===== src/rtl/uart_frame_packer.sv =====
// uart_frame_packer: drains a sample buffer into uart_tx as framed packets
// SYNC, HDR {ch[2:0], seq[4:0]}, LEN, PAYLOAD_LEN payload bytes, CHK.
// CHK is the 8-bit modular sum of HDR, LEN and payload (SYNC excluded).
`timescale 1ns/1ps

module uart_frame_packer #(
  parameter int unsigned PAYLOAD_LEN = 16,
  parameter logic [7:0]  SYNC_BYTE   = 8'hA5,
  parameter int unsigned CNT_W       = 10
) (
  input  logic             clk,
  input  logic             rst_n,
  input  logic             enable,
  input  logic [2:0]       ch_id,
  input  logic [CNT_W-1:0] buf_count,
  output logic             buf_rd_en,
  input  logic [7:0]       buf_rd_data,
  input  logic             buf_rd_valid,
  output logic [7:0]       tx_data,
  output logic             tx_valid,
  input  logic             tx_ready,
  output logic             frame_busy,
  output logic [15:0]      frames_sent
);

  localparam int unsigned BYTE_W   = 8;
  localparam int unsigned SEQ_W    = 5;
  localparam int unsigned CH_W     = 3;
  localparam int unsigned FRAMES_W = 16;

  // Occupancy needed before a frame may start, and the LEN byte value
  localparam logic [CNT_W-1:0]  START_LEVEL = CNT_W'(PAYLOAD_LEN);
  localparam logic [BYTE_W-1:0] LEN_BYTE    = BYTE_W'(PAYLOAD_LEN);

  typedef enum logic [2:0] {
    ST_IDLE    = 3'd0,
    ST_SYNC    = 3'd1,
    ST_HDR     = 3'd2,
    ST_LEN     = 3'd3,
    ST_FETCH   = 3'd4,
    ST_WAIT_RD = 3'd5,
    ST_PAYLOAD = 3'd6,
    ST_CHK     = 3'd7
  } state_t;

  state_t              state;
  logic [CH_W-1:0]     hdr_ch;
  logic [SEQ_W-1:0]    seq;
  logic [BYTE_W-1:0]   sum;
  logic [BYTE_W-1:0]   byte_cnt;
  logic                tx_fire_c;
  logic [BYTE_W-1:0]   hdr_byte_c;
  logic [BYTE_W-1:0]   byte_cnt_nxt_c;

  // Byte handshake with uart_tx and derived header/counter values
  assign tx_fire_c      = tx_valid && tx_ready;
  assign hdr_byte_c     = {hdr_ch, seq};
  assign byte_cnt_nxt_c = BYTE_W'(byte_cnt + BYTE_W'(1));

  // Frame sequencer: state, running checksum and all registered outputs
  always_ff @(posedge clk or negedge rst_n) begin
    if (!rst_n) begin
      state       <= ST_IDLE;
      hdr_ch      <= '0;
      seq         <= '0;
      sum         <= '0;
      byte_cnt    <= '0;
      buf_rd_en   <= 1'b0;
      tx_data     <= '0;
      tx_valid    <= 1'b0;
      frame_busy  <= 1'b0;
      frames_sent <= '0;
    end else begin
      buf_rd_en <= 1'b0;
      case (state)
        ST_IDLE: begin
          if (enable && (buf_count >= START_LEVEL)) begin
            hdr_ch     <= ch_id;
            frame_busy <= 1'b1;
            tx_data    <= SYNC_BYTE;
            tx_valid   <= 1'b1;
            state      <= ST_SYNC;
          end
        end
        ST_SYNC: begin
          if (tx_fire_c) begin
            tx_data <= hdr_byte_c;
            sum     <= hdr_byte_c;
            state   <= ST_HDR;
          end
        end
        ST_HDR: begin
          if (tx_fire_c) begin
            tx_data <= LEN_BYTE;
            sum     <= BYTE_W'(sum + LEN_BYTE);
            state   <= ST_LEN;
          end
        end
        ST_LEN: begin
          // Read request is raised on entry so it is high for the FETCH cycle only
          if (tx_fire_c) begin
            tx_valid  <= 1'b0;
            byte_cnt  <= '0;
            buf_rd_en <= 1'b1;
            state     <= ST_FETCH;
          end
        end
        ST_FETCH: begin
          state <= ST_WAIT_RD;
        end
        ST_WAIT_RD: begin
          if (buf_rd_valid) begin
            tx_data  <= buf_rd_data;
            tx_valid <= 1'b1;
            sum      <= BYTE_W'(sum + buf_rd_data);
            state    <= ST_PAYLOAD;
          end
        end
        ST_PAYLOAD: begin
          if (tx_fire_c) begin
            byte_cnt <= byte_cnt_nxt_c;
            if (byte_cnt_nxt_c == LEN_BYTE) begin
              tx_data <= sum;
              state   <= ST_CHK;
            end else begin
              tx_valid  <= 1'b0;
              buf_rd_en <= 1'b1;
              state     <= ST_FETCH;
            end
          end
        end
        ST_CHK: begin
          if (tx_fire_c) begin
            tx_valid    <= 1'b0;
            frame_busy  <= 1'b0;
            seq         <= SEQ_W'(seq + SEQ_W'(1));
            frames_sent <= FRAMES_W'(frames_sent + FRAMES_W'(1));
            state       <= ST_IDLE;
          end
        end
        default: begin
          state <= ST_IDLE;
        end
      endcase
    end
  end

endmodule


===== config.mk =====
export PLATFORM = sky130hd
export DESIGN_NAME = uart_frame_packer
export DESIGN_NICKNAME = d
export VERILOG_FILES = /design/src/rtl/uart_frame_packer.sv
export SDC_FILE = /design/constraint.sdc
export NUM_CORES = 1
export LEC_CHECK = 0
export BUFFER_PORTS_ARGS = -buffer_cell sky130_fd_sc_hd__buf_2
export CAP_MARGIN = 10
export CORE_ASPECT_RATIO = 1.75
export CORE_MARGIN = 3
export CORE_UTILIZATION = 35
export DETAILED_ROUTE_END_ITERATION = 10
export GPL_TIMING_DRIVEN = 0
export PLACE_DENSITY = 0.52
export SKIP_CTS_REPAIR_TIMING = 1
export SLEW_MARGIN = 20
export SYNTH_ARGS = -nofsm -noshare
export SYNTH_HDL_FRONTEND = slang
export SYNTH_SLANG_ARGS = --single-unit

===== constraint.sdc =====
create_clock -name clk -period 5.8 [get_ports clk]
set_input_delay 0.58 -clock clk [delete_from_list [all_inputs] [get_ports clk]]
set_output_delay 0.58 -clock clk [all_outputs]
set_load 0.01 [all_outputs]

==> results of run 1 <==
## cell families after synthesis
kind of cell,count (synthesis)
AO/OA/AOI/OAI,79
XOR/XNOR,26
adder cells (fa/ha/maj),17
buffers and inverters,21
flip-flops,54
multiplexers,17
AND/OR/NAND/NOR,117
## critical path: cells and delay by family (launching register included)
family | cells | cell delay, ns
buffers and inverters | 2 | 0.34
AOI/OAI and AO/OA | 3 | 1.30
and+or+nand+nor | 1 | 0.08
adders and majority gates | 1 | 0.15
DFF | 1 | 0.43
## layer usage
layer / track usage / wire, um / vias to the layer above
li1: - / - / 1288
met1: 0.187 / 3180 / 1273
met2: 0.281 / 4220 / 43
met3: 0.0253 / 253 / 9
met4: 0.0661 / 174 / 0
met5: 0 / 0 / -
## through the flow
step / utilization / power, mW / instance area [sq um] / hold WS (ns) / std cells
2_1_floorplan: - / 1.21 / 3200 / 0.284 / 331
3_3_place_gp: 0.408 / 1.45 / 3580 / 0.459 / 496
3_5_place_dp: 0.408 / 1.46 / 3580 / 0.452 / 496
4_1_cts: 0.425 / 1.78 / 3730 / 0.354 / 504
5_1_grt: 0.425 / 1.90 / 3730 / 0.385 / 504
6_report: 0.425 / 1.76 / 3730 / 0.323 / 504
## power groups by stage
stage	combinational (mW)	clock [mW]	sequential, mW
after floorplan	0.637	0	0.575
after global placement	0.875	0	0.576
after detailed placement	0.879	0	0.582
after CTS	0.887	0.323	0.573
after global routing	0.976	0.340	0.587
final	0.877	0.310	0.573
## placed cells by master (no fill, tap or decap), types with 5 or more instances in the layout
| cell type | netlist | routed |
|---|---|---|
| o21ai_0 | 29 | 29 |
| clkbuf_16 | 0 | 5 |
| nand2_1 | 45 | 45 |
| a21oi_1 | 12 | 12 |
| ha_1 | 16 | 16 |
| nand2b_1 | 5 | 5 |
| xor2_1 | 8 | 8 |
| buf_2 | 4 | 51 |
| mux2i_1 | 7 | 7 |
| nor2b_1 | 8 | 8 |
| mux2_4 | 7 | 7 |
| a22o_1 | 5 | 5 |
| nand3_1 | 9 | 9 |
| xnor2_1 | 18 | 18 |
| dfrtp_1 | 54 | 54 |
| and3_1 | 5 | 5 |
| nor2_1 | 21 | 21 |
| a22oi_1 | 8 | 8 |
| inv_1 | 11 | 11 |
## path summary, 6_finish.rpt
path,slack [ns],start,endpoint,cells past startpoint
hold reg to reg,0.47,frames_sent[15],frames_sent[15],1
hold / removal,0.32,rst_n,tx_data[2],1
setup / recovery,3.38,state[1],sum[4],7
min in group clk,0.47,frames_sent[15],frames_sent[15],1
max in group asynchronous,5.01,rst_n,byte_cnt[2],1
setup reg to reg,3.38,state[1],sum[4],7
## state kept, by name, summed over array words and instances (netlist names)
signal and cells:
sum 8, frame_busy 1, tx_valid 1, seq 5, state 3, buf_rd_en 1
frames_sent 16, hdr_ch 3, byte_cnt 8, tx_data 8
## area by class of cell
cell class,instances,area [sq um],share of cell area
Multi-Input combinational cell,256,1760,0.471
Sequential cell,54,1350,0.362
Timing Repair Buffer,48,243,0.0650
Tap cell,117,146,0.0392
Clock buffer,5,125,0.0335
Buffer,10,43.8,0.0117
Inverter,11,41.3,0.0111
Clock inverter,3,25.0,0.00670
## synthesized netlist by cell type, types with 5 or more instances
cell type | number | share of area
mux2i_1 | 7 | 0.022
xor2_1 | 8 | 0.022
a22oi_1 | 8 | 0.019
dfrtp_1 | 54 | 0.42
a22o_1 | 5 | 0.014
ha_1 | 16 | 0.063
nand2b_1 | 5 | 0.0098
xnor2_1 | 18 | 0.049
inv_1 | 11 | 0.013
nand3_1 | 9 | 0.014
a21oi_1 | 12 | 0.019
o21ai_0 | 29 | 0.045
nand2_1 | 45 | 0.053
nor2b_1 | 8 | 0.016
nor2_1 | 21 | 0.025
mux2_4 | 7 | 0.033
and3_1 | 5 | 0.0098
==> key figures, run 1 <==
Worst setup path
  • Critical Path RT: 5.99 ns
  • Critical path's largest stage delay: 0.81 ns
  • Crit end category: flop
  • Crit-path max FO: 10
  • Kind of critical path: flop to flop
  • Crit-path cells: inv_1, ha_1, buf_2, nor2_1, o31ai_1, o21ai_0, a22o_1
  • Critical path's slowest cell: o31ai_1
  • Critical path arrival: 2.62 ns
  • CP startpoint kind: flop

Power and ir drop
  • Pwr/cell area: 471 nW/um^2
  • Sw Ratio: 0.416
  • Internal power: 1.03 mW
  • Clock power share: 0.176
  • Combinational share of power: 0.498
  • NetSw: 0.732 mW
  • LEAKAGE: 1.75 nW
  • Flop pwr share: 0.325
  • VDD IR max: 0.194 mV

Yosys
  • Simple logic cell fraction of the synthesized area: 0.181
  • Number of flops mapped to enable cells by yosys: 0
  • Post-synthesis adder-cell area fraction: 0.0689
  • Post-synth top flop: dfrtp_1
  • Syn Inst Count: 331
  • Mapped Avg Cell Area: 9.65 sq um
  • Synthesized area: 3200 sq um
  • XOR/XNOR share of the synthesized area: 0.0713
  • Combinational family with the most area after synthesis: simple AND/OR/NAND/NOR gates
  • Net count after synthesis: 374
  • Mux contribution to synthesized area: 0.0654
  • Share of synthesized registers carrying an async set or reset: 1.00
  • Compound-Gate Fraction of Synth Area: 0.164
  • Register area share after synthesis: 0.423
  • Flops & latches, synth: 54
  • Yosys cell types: 49
  • Yosys warnings: 0

Clocking
  • Max Buffers Root-to-Sink: 2
  • CTS tree: built
  • CTS buffer count: 5
  • H-tree levels: 2
  • CTS clk-pin slew, worst paths: 0.07 ns
  • Root buf cell: clkbuf_16
  • Clock Latency Late Sink: 0.30 ns
  • CTS sink cnt: 54

Drt
  • Post-DR wirelength/cell: 15.5 um
  • DRT Wirelength: 7830 um
  • Iter 0 DRT Violations: 118
  • DRC: 0
  • DR vias/cell: 5.18
  • Antenna Violating Nets Remaining: 0
  • Drt pass-1 iters: 4
  • DR vias: 2613

Place
  • RD Place Congestion: 0.746
  • Port bufs: 48
  • Pre-CTS setup slack: 3.11 ns
  • DP HPWL: 5940 um

Die
  • Standard-cell rows: 45
  • Core area: 8780 sq um
  • Die W: 78.2 um
  • I/O pin total: 53
  • Starting Density: 0.364
  • Die height: 132 um
  • DIE AREA: 10400 sq um

Timing
  • Max-slew headroom: 0.322
  • Fin Setup TNS: 0 ns
  • Fin. max-slew vios: 0
  • Finish-stage setup viols: 0
  • Worst Clk Skew: 0.00900 ns
  • Max Clk Rate: 413 MHz
  • Fin worst setup slack: 3.38 ns
  • Final hold violations: 0
  • Fin crit period: 2.42 ns
  • Period Utilization, post-route: 0.418
  • RSZ-0062 raised after global routing: false
  • Actual slew at the worst max-slew pin: 1.01 ns

Outcome
  • Status: complete, no violations

GRT
  • First-pass GRT wire length: 13000 um
  • Grt ovf: 0
  • Vias in the first global route: 2606
  • GRT Overall Usage: 0.159
  • Largest net degree at the start of global routing: 55
  • Initial antenna violation count: 0

Min path
  • Hold/Removal Path Class: input pin to asynchronous set/reset pin

Finish
  • # nets final: 429
  • Filler Cells Inserted: 908
  • N_diodes: 0
  • Layout cells sized above 1: 0.196
  • Area grow syn2layout: 16.9%

Run
  • Max-cap check violation count: 0
Note: power is estimated with default switching activity, not from simulation.
==> run 2: changes to the inputs <==
Settings changed: PLACE_DENSITY 0.52 to 0.54.
Clock period 5.8 ns to 2.2 ns, I/O delays scaled along.
==> key figures, run 2 (same netlist as run 1, synthesis figures left out) <==
Die
  • I/O pin total: 53
  • Die W: 78.2 um
  • Core area: 8780 sq um
  • Die height: 132 um
  • Starting Density: 0.364
  • Standard-cell rows: 45
  • DIE AREA: 10400 sq um

GRT
  • First-pass GRT wire length: 13000 um
  • Largest net degree at the start of global routing: 55
  • Met2 global-route usage: 0.292
  • GRT busiest layer: met2
  • GRT Overall Usage: 0.158
  • Initial antenna violation count: 0
  • Vias in the first global route: 2600
  • M1 GR Usage: 0.180
  • Met3 global-route usage: 0.0308
  • Grt ovf: 0

Place
  • Port bufs: 48
  • DP HPWL: 5880 um
  • Placed Instances: 496
  • RD Place Congestion: 0.796
  • Pre-CTS setup slack: -0.246 ns

Timing
  • Worst hold slack: -0.0347 ns
  • Fin Setup TNS: -0.0143 ns
  • Final hold violations: 54
  • Finish-stage setup viols: 1
  • Period Utilization, post-route: 1.01
  • Max-slew headroom: 0.537
  • RSZ-0062 raised after global routing: true
  • Fin. max-slew vios: 0
  • Actual slew at the worst max-slew pin: 0.694 ns
  • Fin crit period: 2.21 ns
  • Fin worst setup slack: -0.0143 ns
  • Max Clk Rate: 452 MHz
  • Worst Clk Skew: 0.00939 ns

Finish
  • Most common cell after layout, fill and taps aside: dfrtp_1
  • Filler Cells Inserted: 879
  • Register Area: 1350 sq um
  • Area grow syn2layout: 22.5%
  • Largest register FFs: 16
  • Non-filler instance count after layout: 509
  • N_diodes: 0
  • Layout cells sized above 1: 0.263
  • Most frequent cells in the layout: dfrtp_1 (53), buf_2 (49), nand2_1 (44)
  • # nets final: 434
  • Util after Layout: 0.446
  • Largest Register: frames_sent
  • Area occupied by multi-input gates: 1870 sq um

Clocking
  • H-tree levels: 2
  • Root buf cell: clkbuf_16
  • Max Buffers Root-to-Sink: 2
  • CTS clk-pin slew, worst paths: 0.08 ns
  • CTS tree: built
  • CTS sink cnt: 54
  • Clock Latency Late Sink: 0.30 ns
  • CTS buffer count: 5

Worst setup path
  • Critical Path RT: 2.39 ns
  • Reg-to-reg startpoint: sum[1]
  • Kind of critical path: flop to flop
  • Critical path's largest stage delay: 0.43 ns
  • Critical path startpoint: sum[1]
  • Delay-heaviest family, CP: simple AND/OR/NAND/NOR gates
  • Crit-path cells: ha_4, a21oi_2, and4b_2, or3_4, a211oi_4, nor4b_2, a311o_1
  • CP startpoint kind: flop
  • Critical path arrival: 2.40 ns
  • Crit-path max FO: 3
  • CP bufs+invs: 0
  • Critical path's slowest cell: dfrtp_1
  • Crit end category: flop

Drt
  • Iter 0 DRT Violations: 142
  • Post-DR wirelength/cell: 15.5 um
  • Drt pass-1 iters: 4
  • DR vias: 2641
  • DRT Wirelength: 7910 um
  • DR vias/cell: 5.19
  • DRC: 0
  • Antenna Violating Nets Remaining: 0

Outcome
  • Status: complete, but fails checks
  • Failing checks: hold timing, setup timing

Power and ir drop
  • Total power: 5.00 mW
  • Pwr/cell area: 1280 nW/um^2
  • VDD IR max: 0.546 mV
  • LEAKAGE: 1.82 nW

Min path
  • Hold/Removal Path Class: input pin to asynchronous set/reset pin

Run
  • Max-cap check violation count: 0
-- run 2: changes by cell type in the layout (fill, tap and decap cells not counted), sizes merged --
cell      before  now
buf           53   56
clkinvlp       1    0
inv           12   14
clkbuf        10   12
clkinv         1    0
-- run 2: layout make-up --
cell class | instances | share of cell area
inverter | 11 | 0.0105
sequential | 54 | 0.345
buffer | 9 | 0.0131
timing repair buffer | 54 | 0.0767
multi-input combinational | 256 | 0.478
clock inverter | 3 | 0.00671
tap | 117 | 0.0374
clock buffer | 5 | 0.0320
-- run 2: worst paths after layout --
kind	to	slack [ns]	cells after the start
worst max-delay path	sum[7]	-0.01	7
worst min-delay path	tx_data[1]	-0.03	1
worst max register to register	sum[7]	-0.01	7
worst min register to register	frames_sent[15]	0.46	1
max in group asynchronous	sum[4]	1.75	1
min in group clk	hdr_ch[2]	0.15	2
-- run 2: per-stage QoR --
step | instance area [sq um] | hold WS (ns)
floorplan | 3200 | -0.0756
finish | 3920 | -0.0347
detailed placement | 3580 | 0.322
global placement | 3580 | 0.457
global route | 3920 | 0.0270
CTS | 3740 | -0.00454
-- run 2: power by group --
part	total, mW	internal [mW]	switching (mW)
Combinational	2.66	1.25	1.42
Sequential	1.51	1.26	0.247
Clock	0.833	0.435	0.397
-- run 2: per-layer routing --
metal	wire length, um	up-vias
met5	0	-
met4	93	0
met3	299	7
met2	4310	49
met1	3210	1277
li1	-	1308
==> run 3: changes to the inputs <==
Settings changed: PLACE_DENSITY 0.54 to unset.
==> key figures, run 3 (same netlist as run 1, synthesis figures left out) <==
Place
  • RD Place Congestion: 0.838
  • Post-DP Area: 3580 sq um
  • DP HPWL: 5890 um
  • Port bufs: 48
  • Pre-CTS setup slack: -0.245 ns
  • Placed Instances: 496

Finish
  • Largest register FFs: 16
  • # nets final: 431
  • Area grow syn2layout: 23.5%
  • Non-filler instance count after layout: 506
  • Most frequent cells in the layout: dfrtp_1 (54), buf_2 (49), nand2_1 (43)
  • Util after Layout: 0.449
  • Most common cell after layout, fill and taps aside: dfrtp_1
  • Design area: 3950 sq um
  • Largest Register: frames_sent
  • N_diodes: 0
  • Layout cells sized above 1: 0.257

Worst setup path
  • Critical path arrival: 2.47 ns
  • Crit end category: flop
  • Reg-to-reg startpoint: sum[1]
  • Critical Path RT: 2.38 ns
  • Crit-path max FO: 3
  • Kind of critical path: flop to flop
  • R2R Setup Slk: -0.08 ns
  • Critical path startpoint: sum[1]
  • CP startpoint kind: flop

Die
  • I/O pin total: 53
  • Core area: 8780 sq um
  • Standard-cell rows: 45
  • Die height: 132 um
  • Die W: 78.2 um
  • Starting Density: 0.364
  • DIE AREA: 10400 sq um

GRT
  • Grt ovf: 0
  • Initial antenna violation count: 0
  • GRT Overall Usage: 0.161
  • First-pass GRT wire length: 13200 um
  • Largest net degree at the start of global routing: 55
  • Vias in the first global route: 2684

Timing
  • Period Utilization, post-route: 1.04
  • RSZ-0062 raised after global routing: true
  • Max-slew headroom: 0.531
  • Actual slew at the worst max-slew pin: 0.703 ns
  • Fin. max-slew vios: 0
  • Fin Setup TNS: -0.0845 ns
  • Final hold violations: 54
  • Worst Clk Skew: 0.00963 ns
  • Finish-stage setup viols: 1
  • Worst hold slack: -0.0486 ns
  • Fin crit period: 2.28 ns
  • Max Clk Rate: 438 MHz
  • Fin worst setup slack: -0.0845 ns

Power and ir drop
  • Total power: 5.21 mW
  • Pwr/cell area: 1320 nW/um^2
  • LEAKAGE: 1.82 nW
  • VDD IR max: 0.552 mV

Clocking
  • CTS clk-pin slew, worst paths: 0.07 ns
  • Root buf cell: clkbuf_16
  • CTS tree: built
  • CTS buffer count: 5
  • Clock Latency Late Sink: 0.30 ns
  • CTS sink cnt: 54
  • Max Buffers Root-to-Sink: 2
  • H-tree levels: 2

Drt
  • Drt pass-1 iters: 4
  • DR vias: 2644
  • Antenna Violating Nets Remaining: 0
  • DRT Wirelength: 8070 um
  • DR vias/cell: 5.23
  • Post-DR wirelength/cell: 16.0 um
  • DRC: 0
  • Iter 0 DRT Violations: 145

Outcome
  • Failing checks: hold timing, setup timing
  • Status: complete, but fails checks

Run
  • Max-cap check violation count: 0

Min path
  • Hold/Removal Path Class: input pin to asynchronous set/reset pin
run 3: routing by layer:
layer / part of all wire / GRT usage
met4: 0.028 / 0.0837
met5: 0 / 0
met3: 0.032 / 0.0294
met1: 0.41 / 0.185
met2: 0.53 / 0.278
run 3: cell type report:
cell class	instances	area (sq um)
Fill cell	901	4840
Multi-Input combinational cell	256	1890
Sequential cell	54	1350
Timing Repair Buffer	51	278
Tap cell	117	146
Clock buffer	5	125
Clock inverter	3	68.8
Buffer	9	51.3
Inverter	11	41.3
run 3: worst max-delay path, cell delays in order (launching register included):
cell	delay [ns]
dfrtp_1	0.43
ha_4	0.23
a21oi_2	0.14
and4b_2	0.27
or3_4	0.42
a211oi_4	0.31
nor4b_2	0.09
a311o_1	0.28
run 3: worst paths after layout:
check                                  endpoint  cells past startpoint
worst max-delay path                     sum[7]                      7
worst min-delay path                 tx_data[7]                      1
worst max register to register           sum[7]                      7
worst min register to register  frames_sent[15]                      1
max in group asynchronous                sum[6]                      1
min in group clk                      hdr_ch[0]                      2
run 3: report_power, final:
group          internal (mW)  switching (mW)  total, mW
combinational           1.22            1.42       2.65
clock                  0.655           0.387       1.04
sequential              1.26           0.257       1.52
total                   3.14            2.07       5.21
